File: src/rtl/gpio_host_pkg.sv
// gpio_host_pkg
// Shared definitions for the host-side GPIO streaming link:
//   - command op encodings (LOAD / RUN / SEND / reserved)
//   - link state enumeration
//   - default parameter values for the link top
// No ports; imported by gpio_host_link.
package gpio_host_pkg;

    localparam int DEFAULT_WORD_W      = 11;
    localparam int DEFAULT_CNT_W       = 16;
    localparam int DEFAULT_TIMEOUT_CYC = 65535;

    typedef enum logic [1:0] {
        OP_LOAD = 2'd0,
        OP_RUN  = 2'd1,
        OP_SEND = 2'd2,
        OP_RSVD = 2'd3
    } op_e;

    typedef enum logic [2:0] {
        ST_IDLE       = 3'd0,
        ST_PULSE      = 3'd1,
        ST_STREAM_IN  = 3'd2,
        ST_STREAM_OUT = 3'd3,
        ST_WAIT_DONE  = 3'd4,
        ST_RESP       = 3'd5
    } state_e;

    // True for ops that move words through the chip FIFOs.
    function automatic logic op_streams(input op_e op);
        return (op == OP_LOAD) || (op == OP_SEND);
    endfunction

endpackage

File: src/rtl/gpio_host_link.sv
// gpio_host_link
// Host-side driver for the accelerator GPIO streaming port, running in the
// io_clk domain. Accepts LOAD / RUN / SEND commands, pulses the matching
// chip strobe, streams words into the chip input FIFO (LOAD) or out of the
// chip output FIFO (SEND), waits for the chip's done level to rise and then
// returns a one-cycle response.
//
// Ports:
//   clk_i, rst_ni                 clock, asynchronous active-low reset
//   cmd_valid_i / cmd_ready_o     command handshake, cmd_op_i, cmd_len_i
//   src_valid_i / src_ready_o     source words (src_data_i) for LOAD
//   snk_valid_o / snk_ready_i     drained words (snk_data_o) for SEND
//   rsp_valid_o, rsp_err_o,       one-cycle response with error flag and
//   rsp_count_o                   number of words moved
//   busy_o                        high whenever the link is not idle
//   in_fifo_*                     chip input FIFO write side
//   out_fifo_*                    chip output FIFO read side
//   load_kdtree_o, fsm_start_o,   one-cycle control strobes to the chip
//   send_best_arr_o
//   load_done_i, fsm_done_i,      level done indications from the chip
//   send_done_i
module gpio_host_link
    import gpio_host_pkg::*;
#(
    parameter int WORD_W      = DEFAULT_WORD_W,
    parameter int CNT_W       = DEFAULT_CNT_W,
    parameter int TIMEOUT_CYC = DEFAULT_TIMEOUT_CYC
) (
    input  logic              clk_i,
    input  logic              rst_ni,

    input  logic              cmd_valid_i,
    output logic              cmd_ready_o,
    input  logic [1:0]        cmd_op_i,
    input  logic [CNT_W-1:0]  cmd_len_i,

    input  logic              src_valid_i,
    output logic              src_ready_o,
    input  logic [WORD_W-1:0] src_data_i,

    output logic              snk_valid_o,
    input  logic              snk_ready_i,
    output logic [WORD_W-1:0] snk_data_o,

    output logic              rsp_valid_o,
    output logic              rsp_err_o,
    output logic [CNT_W-1:0]  rsp_count_o,
    output logic              busy_o,

    output logic              in_fifo_wenq_o,
    output logic [WORD_W-1:0] in_fifo_wdata_o,
    input  logic              in_fifo_wfull_n_i,

    output logic              out_fifo_deq_o,
    input  logic [WORD_W-1:0] out_fifo_rdata_i,
    input  logic              out_fifo_rempty_n_i,

    output logic              load_kdtree_o,
    output logic              fsm_start_o,
    output logic              send_best_arr_o,

    input  logic              load_done_i,
    input  logic              fsm_done_i,
    input  logic              send_done_i
);

    // TIMEOUT_CYC - 1 is the last timer value spent in WAIT_DONE.
    localparam logic [31:0] TMR_LAST = 32'(TIMEOUT_CYC - 1);

    state_e             state_q, state_d;
    op_e                op_q, op_d;
    logic [CNT_W-1:0]   remaining_q, remaining_d;
    logic [CNT_W-1:0]   count_q, count_d;
    logic               err_q, err_d;
    logic               done_q, done_d;
    logic               done_seen_q, done_seen_d;
    logic [31:0]        timer_q, timer_d;

    logic               rsp_valid_q, busy_q;
    logic               load_kdtree_q, fsm_start_q, send_best_arr_q;

    logic               cmd_accept;
    op_e                cmd_op;
    logic               words_left;
    logic               in_xfer, out_xfer, xfer;
    logic               done_sel, done_rise;
    logic               done_window;
    logic               timeout_hit;

    assign cmd_op     = op_e'(cmd_op_i);
    assign cmd_accept = cmd_valid_i && (state_q == ST_IDLE);
    assign words_left = (remaining_q != '0);

    // Done level selected by the latched op. done_q tracks it every cycle,
    // so a level that is already high when an op starts never looks like a
    // rise once the first post-PULSE cycle has been registered.
    always_comb begin
        case (op_q)
            OP_LOAD: done_sel = load_done_i;
            OP_RUN:  done_sel = fsm_done_i;
            OP_SEND: done_sel = send_done_i;
            default: done_sel = 1'b0;
        endcase
    end

    assign done_rise   = done_sel && !done_q;
    // During PULSE done_q still reflects the previous op's selection, so
    // rises are only trusted from the following cycle onward.
    assign done_window = (state_q == ST_STREAM_IN) || (state_q == ST_STREAM_OUT) ||
                         (state_q == ST_WAIT_DONE);
    assign timeout_hit = (TIMEOUT_CYC != 0) && (state_q == ST_WAIT_DONE) &&
                         (timer_q == TMR_LAST);

    // ------------------------------------------------------------------
    // FSM: state register
    // ------------------------------------------------------------------
    always_ff @(posedge clk_i or negedge rst_ni) begin
        if (!rst_ni) begin
            state_q <= ST_IDLE;
        end else begin
            state_q <= state_d;
        end
    end

    // ------------------------------------------------------------------
    // FSM: next-state logic
    // ------------------------------------------------------------------
    always_comb begin
        state_d = state_q;
        case (state_q)
            ST_IDLE: begin
                if (cmd_accept) begin
                    state_d = (cmd_op == OP_RSVD) ? ST_RESP : ST_PULSE;
                end
            end
            ST_PULSE: begin
                if (op_streams(op_q) && words_left) begin
                    state_d = (op_q == OP_LOAD) ? ST_STREAM_IN : ST_STREAM_OUT;
                end else begin
                    state_d = ST_WAIT_DONE;
                end
            end
            ST_STREAM_IN,
            ST_STREAM_OUT: begin
                if (xfer && (remaining_q == CNT_W'(1))) begin
                    state_d = ST_WAIT_DONE;
                end
            end
            ST_WAIT_DONE: begin
                // A rise on the current edge counts, so RESP follows the
                // sampling edge directly.
                if (done_seen_q || done_rise || timeout_hit) begin
                    state_d = ST_RESP;
                end
            end
            ST_RESP: state_d = ST_IDLE;
            default: state_d = ST_IDLE;
        endcase
    end

    // ------------------------------------------------------------------
    // FSM: combinational outputs (FIFO handshakes)
    // ------------------------------------------------------------------
    always_comb begin
        cmd_ready_o     = (state_q == ST_IDLE);
        in_xfer         = (state_q == ST_STREAM_IN) && src_valid_i &&
                          in_fifo_wfull_n_i && words_left;
        snk_valid_o     = (state_q == ST_STREAM_OUT) && out_fifo_rempty_n_i && words_left;
        out_xfer        = snk_valid_o && snk_ready_i;
        src_ready_o     = in_xfer;
        in_fifo_wenq_o  = in_xfer;
        in_fifo_wdata_o = src_data_i;
        out_fifo_deq_o  = out_xfer;
        snk_data_o      = out_fifo_rdata_i;
        xfer            = in_xfer || out_xfer;
    end

    // ------------------------------------------------------------------
    // Command, counter, done and timeout bookkeeping
    // ------------------------------------------------------------------
    always_comb begin
        op_d        = op_q;
        remaining_d = remaining_q;
        count_d     = count_q;
        err_d       = err_q;
        done_seen_d = done_seen_q;
        done_d      = done_sel;
        timer_d     = (state_q == ST_WAIT_DONE) ? (timer_q + 32'd1) : 32'd0;

        if (cmd_accept) begin
            op_d        = cmd_op;
            remaining_d = cmd_len_i;
            count_d     = '0;
            err_d       = (cmd_op == OP_RSVD);
            done_seen_d = 1'b0;
        end

        if (xfer) begin
            remaining_d = remaining_q - CNT_W'(1);
            count_d     = count_q + CNT_W'(1);
        end

        if (done_window && done_rise) begin
            done_seen_d = 1'b1;
        end

        // Timeout only flags an error when no done arrived in the same cycle.
        if (timeout_hit && !done_seen_q && !done_rise) begin
            err_d = 1'b1;
        end
    end

    always_ff @(posedge clk_i or negedge rst_ni) begin
        if (!rst_ni) begin
            op_q            <= OP_LOAD;
            remaining_q     <= '0;
            count_q         <= '0;
            err_q           <= 1'b0;
            done_q          <= 1'b0;
            done_seen_q     <= 1'b0;
            timer_q         <= 32'd0;
            rsp_valid_q     <= 1'b0;
            busy_q          <= 1'b0;
            load_kdtree_q   <= 1'b0;
            fsm_start_q     <= 1'b0;
            send_best_arr_q <= 1'b0;
        end else begin
            op_q            <= op_d;
            remaining_q     <= remaining_d;
            count_q         <= count_d;
            err_q           <= err_d;
            done_q          <= done_d;
            done_seen_q     <= done_seen_d;
            timer_q         <= timer_d;
            // Registered outputs are computed from the next state so they
            // line up with the state they describe.
            rsp_valid_q     <= (state_d == ST_RESP);
            busy_q          <= (state_d != ST_IDLE);
            load_kdtree_q   <= (state_d == ST_PULSE) && (op_d == OP_LOAD);
            fsm_start_q     <= (state_d == ST_PULSE) && (op_d == OP_RUN);
            send_best_arr_q <= (state_d == ST_PULSE) && (op_d == OP_SEND);
        end
    end

    assign rsp_valid_o     = rsp_valid_q;
    assign rsp_err_o       = err_q;
    assign rsp_count_o     = count_q;
    assign busy_o          = busy_q;
    assign load_kdtree_o   = load_kdtree_q;
    assign fsm_start_o     = fsm_start_q;
    assign send_best_arr_o = send_best_arr_q;

endmodule

File: config.mk
export PLATFORM = sky130hd
export DESIGN_NAME = gpio_host_link
export DESIGN_NICKNAME = d
export VERILOG_FILES = /design/src/rtl/gpio_host_pkg.sv /design/src/rtl/gpio_host_link.sv
export SDC_FILE = /design/constraint.sdc
export NUM_CORES = 1
export LEC_CHECK = 0
export CAP_MARGIN = 20
export CORE_ASPECT_RATIO = 0.8
export CORE_MARGIN = 5
export CORE_UTILIZATION = 27
export DETAILED_ROUTE_END_ITERATION = 7
export PLACE_DENSITY = 0.6
export SETUP_SLACK_MARGIN = 0.02
export SLEW_MARGIN = 20
export SYNTH_ARGS = -nofsm -noshare
export SYNTH_HDL_FRONTEND = slang
export SYNTH_SLANG_ARGS = --single-unit
File: constraint.sdc
create_clock -name clk_i -period 4.91 [get_ports clk_i]
set_input_delay 0.982 -clock clk_i [delete_from_list [all_inputs] [get_ports clk_i]]
set_output_delay 0.982 -clock clk_i [all_outputs]
set_load 0.03 [all_outputs]
==> summary.txt <==
Critical path
  – Setup crit end: out_fifo_deq_o
  – CP startpoint: remaining_q[0]
  – Required @ worst endpoint: 3930 ps
  – CP Launch Type: flip-flop
  – Reg2reg path depth: 7
  – CP Data Arrival Time: 3310 ps
  – Setup slack, reg-to-reg: 1900 ps
  – R2r startpoint: remaining_q[0]
  – Crit. End Element: primary output
  – Reg2reg end: remaining_q[1]
  – Max FO, Critical Path: 7
  – Critical path class: flip-flop to primary output

Clock network
  – H-tree Lvls: 3
  – Hold-fix buffers, CTS: 0
  – Clock tree buffer depth: 2
  – Later-pin clock latency in the skew report: 340 ps
  – Clock Root Buffer: clkbuf_16
  – CTS Buf Count: 9
  – Post-CTS setup buffer count: 0
  – Clk sink count: 77
  – CTS tree: done
  – Clock-pin slew on the worst setup and hold paths: 50 ps
  – CTS resizes: 0

Floorplanning
  – Placeable Area: 15650 sq um
  – Rows: 41
  – Die area: 18440 sq um
  – Starting density of the core: 0.2728
  – Die X: 150.6 microns
  – I/O pins: 99
  – Die height: 122.5 microns

Yosys
  – Largest family of logic cells by synthesized area: simple AND/OR/NAND/NOR gates
  – Simple-gate area share of the yosys netlist: 0.2718
  – Avg Cell Area, Syn: 9.218 sq um
  – Post-synthesis cell area: 4268 sq um
  – Synth Flop Type: dfrtp_1
  – Synth warnings: 0
  – Number of synthesized flops with an enable pin: 0
  – Post-synthesis mux area share: 0.01642
  – Adder-cell share of the synthesized area: 0.01466
  – Seq/Total Area, Yosys: 0.4515
  – Seq cells post-synth: 77
  – Post-Synth XOR/XNOR Area: 0.05951
  – Post-synthesis compound-gate area fraction: 0.1058
  – Cells after Synth: 463
  – Async SR Flop Fraction: 1.000
  – Distinct cells, synth: 58
  – Synth Net Count: 518

Power and ir drop
  – Leak: 0.001989 uW
  – Pwr dens: 434.5 nW/um^2
  – Pwr Total: 2206 uW
  – Peak VDD IR: 166.1 uV

Final layout
  – Commonest non-fill, non-tap cell in the layout: dfrtp_1
  – ANT cells: 0
  – Most frequent cells in the layout: 77 x dfrtp_1, 53 x clkdlybuf4s50_1, 50 x nand2_1
  – Area Overhead vs Synth: 19.00%
  – Nets: 541
  – Layout cells sized above 1: 0.05943

Timing
  – Setup TNS: 0 ps
  – Final Cycle Share: 0.8739
  – Slew headroom: 0.2880
  – Fin crit period: 4291 ps
  – Worst-Margin Slew: 1055 ps
  – Final setup viols: 0
  – Achievable Freq: 0.2331 GHz
  – RSZ-0062 raised after global routing: false
  – Layout Skew: 6.326 ps
  – Slew Limit Fails: 0
  – Final Hold Viols: 0

Min path
  – Hold Crit Class: flip-flop to flip-flop
  – Hold path startpoint: rsp_count_o[15]

Outcome
  – Status: finished clean

Global route
  – Largest net degree at the start of global routing: 78
  – Initial antenna violation count: 0
  – First-pass GRT wire length: 17.14 mm
  – Vias in the first global route: 3371
  – Overall routing resource usage: 0.1159
  – Total gr overflow: 0

Route
  – Final wirelength: 10.20 mm
  – Drt first pass iters: 4
  – Per-cell routed wire length: 14.51 microns
  – DRT iter0 DRCs: 170
  – Post-route ant nets: 0
  – DRC viols: 0
  – Routed via count: 3460
  – Via density: 4.922

Placed design
  – Port buffer count: 54
  – RD Place Congestion: 0.7890
  – Hpwl dp: 7.106 mm

Flow run
  – Max-Cap Viols: 0
[logic make-up after synthesis]
kind of cell	Yosys count
XOR/XNOR	29
adder cells (fa/ha/maj)	5
multiplexers	7
flip-flops	77
AND/OR/NAND/NOR	222
AO/OA/AOI/OAI	63
buffers and inverters	60
[registers in the layout, summed over array words and instances (netlist names)]
name             count
busy_o               1
done_q               1
done_seen_q          1
fsm_start_o          1
load_kdtree_o        1
op_q                 2
remaining_q         16
rsp_count_o         16
rsp_err_o            1
rsp_valid_o          1
send_best_arr_o      1
state_q              3
timer_q             32
[stage by stage]
stage | cells | util | area (sq um) | hold slack, ps | setup WS [ps]
detailed placement | 690 | 0.3070 | 4803 | 470.1 | 975.8
global route | 703 | 0.3246 | 5079 | 517.0 | 499.1
finish | 703 | 0.3246 | 5079 | 482.5 | 619.3
global placement | 690 | 0.3070 | 4803 | 470.8 | 1044
floorplan | 463 | - | 4268 | 465.1 | 1558
CTS | 703 | 0.3242 | 5072 | 486.5 | 611.9
[metal layers]
| metal | track usage | share of wire | up-vias |
|---|---|---|---|
| met1 | 0.1619 | 0.49 | 1679 |
| met4 | 0.04857 | 0.020 | 0 |
| li1 | - | - | 1678 |
| met5 | 0 | 0 | - |
| met3 | 0.03175 | 0.047 | 22 |
| met2 | 0.1686 | 0.44 | 81 |
[cells in the mapped netlist (all sizes together) (11+ instances only)]
| cell | count | share of area |
|---|---|---|
| nand3 | 26 | 0.030 |
| inv | 17 | 0.015 |
| clkbuf | 12 | 0.011 |
| o21ai | 11 | 0.013 |
| dfrtp | 77 | 0.45 |
| xnor2 | 14 | 0.029 |
| xor2 | 15 | 0.031 |
| nand4 | 14 | 0.021 |
| nor2 | 49 | 0.043 |
| a21oi | 16 | 0.021 |
| nor4 | 18 | 0.026 |
| nand2 | 51 | 0.045 |
| buf | 31 | 0.055 |
[worst max-delay path: stages (launching register included)]
cell,delay (ps)
dfrtp_1,410
inv_1,90
ha_1,230
or4b_2,600
or4_1,560
or2b_1,230
nor2_1,60
and2_1,180
clkdlybuf4s50_1,620
[worst min path at each step]
stage          cells past startpoint               to
4_1_cts                            1  rsp_count_o[15]
3_3_place_gp                       1  rsp_count_o[15]
2_1_floorplan                      1      done_seen_q
3_5_place_dp                       1  rsp_count_o[15]
5_1_grt                            1  rsp_count_o[15]
6_report                           1  rsp_count_o[15]
[report_power, final]
group          switching (uW)  internal (uW)
Sequential                128            754
Combinational             417            283
Clock                     241            383
Total                     787           1420
[final cells by class]
| cell class | instances | area [sq um] |
|---|---|---|
| Sequential cell | 77 | 1927 |
| Tap cell | 215 | 269.0 |
| Clock inverter | 3 | 40.04 |
| Fill cell | 1579 | 10570 |
| Multi-Input combinational cell | 326 | 2001 |
| Clock buffer | 10 | 229.0 |
| Inverter | 17 | 63.81 |
| Timing Repair Buffer | 55 | 549.3 |
Note: power is estimated with default switching activity, not from simulation.
==> edit 1 (config.mk and constraints unchanged) <==
The package constant `DEFAULT_WORD_W` goes from 11 to 9.
--- a/src/rtl/gpio_host_pkg.sv
+++ b/src/rtl/gpio_host_pkg.sv
@@ -7,5 +7,5 @@
 package gpio_host_pkg;
 
-    localparam int DEFAULT_WORD_W      = 11;
+    localparam int DEFAULT_WORD_W      = 9;
     localparam int DEFAULT_CNT_W       = 16;
     localparam int DEFAULT_TIMEOUT_CYC = 65535;
Interface: changed (resized in_fifo_wdata_o, out_fifo_rdata_i, snk_data_o and src_data_i); port bits go from 99 to 91. The function was not compared with the original's and may differ.
==> edit 1 against the unedited design <==
  * Synthesized area shrank 0.70%
  * Non-clock buffer count grew 1
  * Power grew 4.6%
  * Wire length decreased by 0.29%
  * Critical path type unchanged
  * Sequential cell count did not move
  * Design area rose by 1.2%
  * Final cell count grew 0.57%
  * Setup slack better by 93 ps
  * Global-route usage about the same
  * Combinational power hardly changed
  * Count of clock-buffer cells in the layout up 2
  * Worst hold slack better by 7.0 ps
  * Highest routed layer unchanged
==> edit 1: results (changes against the unedited design) <==
status - completed
Clock Latency Late Sink - 340 ps (about the same)
Syn. warnings - 0 (unchanged)
Hold Crit Class - reg -> reg
clock skew - 7.81 ps (+1.48 ps)
critical path arrival - 3220 ps (-90 ps)
worst slew pin tran - 893 ps (-162 ps)
Hold Fails Final Rpt - 0 (unchanged)
largest net degree at the start of global routing - 78 (unchanged)
Seq/Total Area, Yosys - 45.5% (+0.32 points)
clk slew on worst S/H paths - 60 ps
vias in the first global route - 3525 (+4.6%)
Avg WL per Cell - 14.4 um (-0.86%)
Worst path top cell family by delay - simple AND/OR/NAND/NOR gates
fin nets - 538 (-0.55%)
first-pass GRT wire length - 17300 um (+1.2%)
Detail Placement HPWL - 6980 um (-1.7%)
1st-iter DRT viols - 222 (+31%)
layout cells sized above 1 - 6.71% (+0.76 points)
critical path's slowest cell - or4b_2
# fillers - 1612 (+2.1%)
initial antenna violation count - 0 (unchanged)
Largest Register - timer_q
total CTS buffers - 9 (unchanged)
Via density - 4.97 (+0.96%)
H-tree Lvls - 3 (unchanged)
Setup Fix Bufs, Post-CTS - 0 (unchanged)
gpl congestion - 0.814 (+3.1%)
Synth cell types - 58 (unchanged)
Synth area leaders - dfrtp_1 (45%), nand2_1 (4.5%), nor2_1 (4.3%), buf_4 (3.7%), xor2_1 (3.1%)
Ant. Diodes - 0 (unchanged)
leak pwr - 2.02 nW (+1.6%)
Synth top cells by count - dfrtp_1 (77), nand2_1 (51), nor2_1 (49), nand3_1 (26), buf_4 (21)
Port Buffers - 54 (unchanged)
max reg flops - 32 (unchanged)
VDD IR max - 0.251 mV (+51%)
CTS Root Cell - clkbuf_16
CTS max path bufs - 2 (unchanged)
fraction of registers with async set/reset - 100% (unchanged)
Crit Path Max Fanout - 7 (unchanged)
Crit path largest cell delay - 590 ps (-30 ps)
DRT Pass-1 Iters - 4 (unchanged)
Global Route Usage Sum - 11.6% (+0.025 points)
syn_nets - 510 (-1.5%)
CTS resizes - 0 (unchanged)
-- edit 1: cell count changes after synthesis, sizes merged --
| cell | unedited run | this run |
|---|---|---|
| buf | 31 | 27 |
-- edit 1: cells by family after synthesis --
| logic type | after synthesis | share of synthesized area, % |
|---|---|---|
| buffers and inverters | 56 | 7.38 |
| multiplexers | 7 | 1.65 |
| XOR/XNOR | 29 | 5.99 |
| flip-flops | 77 | 45.5 |
| adder cells (fa/ha/maj) | 5 | 1.48 |
| AO/OA/AOI/OAI | 63 | 10.7 |
| AND/OR/NAND/NOR | 222 | 27.4 |
-- edit 1: worst paths after layout --
| kind | startpoint | endpoint | slack (ps) | cells after the start |
|---|---|---|---|---|
| worst max-delay path | remaining_q[0] | out_fifo_deq_o | 710 | 8 |
| worst min-delay path | rsp_count_o[15] | rsp_count_o[15] | 490 | 1 |
| worst max register to register | remaining_q[0] | remaining_q[1] | 1920 | 7 |
| worst min register to register | rsp_count_o[15] | rsp_count_o[15] | 490 | 1 |
| max in group asynchronous | rst_ni | timer_q[21] | 3650 | 2 |
| min in group asynchronous | rst_ni | rsp_count_o[3] | 770 | 2 |
-- edit 1: worst reg2reg max path, stage by stage, from the launching register on --
cell,delay (ps)
dfrtp_1,420
inv_1,90
ha_1,220
or4b_2,590
or4_1,530
nand2_1,630
nor2_1,100
a221o_1,290
-- edit 1: cell type report --
cell class	instances	area, um2	area share [%]
multi-input combinational	326	2000	38.9
sequential	77	1930	37.5
timing repair buffer	56	554	10.8
tap	215	269	5.23
clock buffer	12	256	4.99
clock inverter	4	70.1	1.36
inverter	17	63.8	1.24
-- edit 1: through the flow --
stage	instance area, um2	worst slack [ps]	cells
6_report	5140	712	707
4_1_cts	5130	697	707
2_1_floorplan	4240	1560	459
3_3_place_gp	4810	1090	691
5_1_grt	5140	543	707
3_5_place_dp	4810	1070	691
-- edit 1: report_power, final --
group	switching, W	total [W]	internal [W]
registers	0.000129	0.000883	0.000754
logic	0.000415	0.000698	0.000283
clock network	0.000255	0.000726	0.000471
-- edit 1: per-layer routing --
layer / wire (um) / up-vias / GRT usage, %
li1: - / 1674 / -
met3: 573 / 12 / 3.53
met2: 4420 / 89 / 18.1
met5: 0 / - / 0
met4: 119 / 0 / 3.14
met1: 5050 / 1738 / 15.7
==> edit 2 (config.mk and constraints unchanged) <==
Made on the original files. The 6 states of `state_e` get a one-hot encoding in 6 bits.
--- a/src/rtl/gpio_host_pkg.sv
+++ b/src/rtl/gpio_host_pkg.sv
@@ -18,11 +18,11 @@
     } op_e;
 
-    typedef enum logic [2:0] {
-        ST_IDLE       = 3'd0,
-        ST_PULSE      = 3'd1,
-        ST_STREAM_IN  = 3'd2,
-        ST_STREAM_OUT = 3'd3,
-        ST_WAIT_DONE  = 3'd4,
-        ST_RESP       = 3'd5
+    typedef enum logic [5:0] {
+        ST_IDLE       = 6'b000001,
+        ST_PULSE      = 6'b000010,
+        ST_STREAM_IN  = 6'b000100,
+        ST_STREAM_OUT = 6'b001000,
+        ST_WAIT_DONE  = 6'b010000,
+        ST_RESP       = 6'b100000
     } state_e;
 
Function: no difference found for any inputs over 10 cycles, from zero or initial values and one cycle with rst_ni low; not proved beyond that.
==> edit 2 against the unedited design <==
  * Combinational power down 26%
  * Sequential power about the same
  * Power is 4.7% lower
  * Wire length rose by 0.30%
  * Design area rose by 3.4%
  * Setup slack gained 610 ps
  * Synthesized area up 2.4%
  * Count of clock-buffer cells in the layout rose by 4
  * Global-route usage is 0.35 points lower
  * Sequential cell count up 3
  * Register-to-register slack improved by 300 ps
  * Sequential share of layout area rose by 0.21 points
  * Final cell count increased by 1.0%
  * Largest power group unchanged
==> edit 2: results (changes against the unedited design) <==
status - completed
Global Route Usage Sum - 11.2% (-0.35 points)
dpl cell area - 4930 um2 (+2.6%)
Crit path largest cell delay - 670 ps (+50 ps)
VDD IR max - 0.174 mV (+4.9%)
Detail Placement HPWL - 7130 um (+0.36%)
Setup Fix Bufs, Post-CTS - 0 (unchanged)
Largest Register - timer_q
Synth area leaders - dfrtp_1 (45%), nand2_1 (4.7%), xor2_1 (4.6%), buf_4 (4.3%), nor2_1 (4.2%)
leak pwr - 2.16 nW (+8.6%)
Seq/Total Area, Yosys - 45.8% (+0.69 points)
Post-synth EDFFs - 0 (unchanged)
clock skew - 5.80 ps (-0.530 ps)
Clock Latency Late Sink - 330 ps
Final Setup Violations - 0 (unchanged)
Synth top cells by count - dfrtp_1 (79), nand2_1 (55), nor2_1 (49), nand3_1 (29), buf_4 (25)
Avg WL per Cell - 14.4 um (-0.68%)
fraction of registers with async set/reset - 100% (unchanged)
layout cells sized above 1 - 5.66% (-0.29 points)
CTS max path bufs - 2 (unchanged)
clk slew on worst S/H paths - 60 ps
Port Buffers - 54 (unchanged)
1st-iter DRT viols - 256 (+51%)
first-pass GRT wire length - 17600 um (+2.6%)
worst slew pin tran - 1070 ps (+11.0 ps)
Via density - 4.96 (+0.87%)
largest net degree at the start of global routing - 81 (+3.8%)
initial antenna violation count - 0 (unchanged)
critical path's slowest cell - clkdlybuf4s50_1
Synth cell types - 50 (-14%)
Hold Crit Class - reg -> reg
Crit Path Max Fanout - 5 (-2)
gpl congestion - 0.819 (+3.8%)
fin nets - 545 (+0.74%)
DRT Pass-1 Iters - 5 (+1)
pre-CTS WS - 1360 ps (+389 ps)
vias in the first global route - 3561 (+5.6%)
syn_nets - 518 (unchanged)
gr ovfl total - 0 (unchanged)
Ant. Diodes - 0 (unchanged)
CTS resizes - 0 (unchanged)
Max-cap violations - 0 (unchanged)
Hold Fails Final Rpt - 0 (unchanged)
edit 2: final timing paths:
kind	cells past startpoint	to	slack (ps)	startpoint
min in group asynchronous	1	timer_q[27]	680	rst_ni
worst min register to register	1	rsp_count_o[15]	480	rsp_count_o[15]
worst max register to register	4	rsp_count_o[8]	2200	state_q[2]
worst min-delay path	1	rsp_count_o[15]	480	rsp_count_o[15]
max in group asynchronous	1	rsp_count_o[14]	3710	rst_ni
worst max-delay path	8	out_fifo_deq_o	1220	remaining_q[0]
edit 2: per-layer routing:
metal | GRT usage [%] | wire length (um)
met1 | 15.7 | 5150
met2 | 17.1 | 4610
met3 | 3.02 | 448
met4 | 3.43 | 23
met5 | 0 | 0
edit 2: area by class of cell:
| class | instances | area (um2) |
|---|---|---|
| fill | 1609 | 10600 |
| multi-input combinational | 336 | 2080 |
| sequential | 80 | 2000 |
| timing repair buffer | 56 | 557 |
| clock buffer | 14 | 284 |
| tap | 215 | 269 |
| clock inverter | 2 | 35.0 |
| inverter | 7 | 26.3 |
edit 2: through the flow:
stage / util (%) / hold WS, ps / std cells
after detailed placement: 31.1 / 487 / 694
final: 33.1 / 484 / 710
after CTS: 33.1 / 499 / 710
after floorplan: - / 452 / 463
after global placement: 31.1 / 470 / 694
after global routing: 33.1 / 511 / 710
edit 2: where the power goes:
part           internal, W  switching, W  total (W)  leakage, nW
clock network     0.000449      0.000256   0.000704        0.159
logic             0.000212      0.000304   0.000516        0.926
registers         0.000765      0.000117   0.000883         1.08
edit 2: logic make-up after synthesis:
family,count (synthesis),share of synthesized area (%)
and+or+nand+nor,244,30.0
DFF,80,45.8
AOI/OAI and AO/OA,50,8.47
buffers and inverters,47,6.64
xor gates and xnor gates,30,6.01
muxes,7,1.60
adders and majority gates,5,1.43
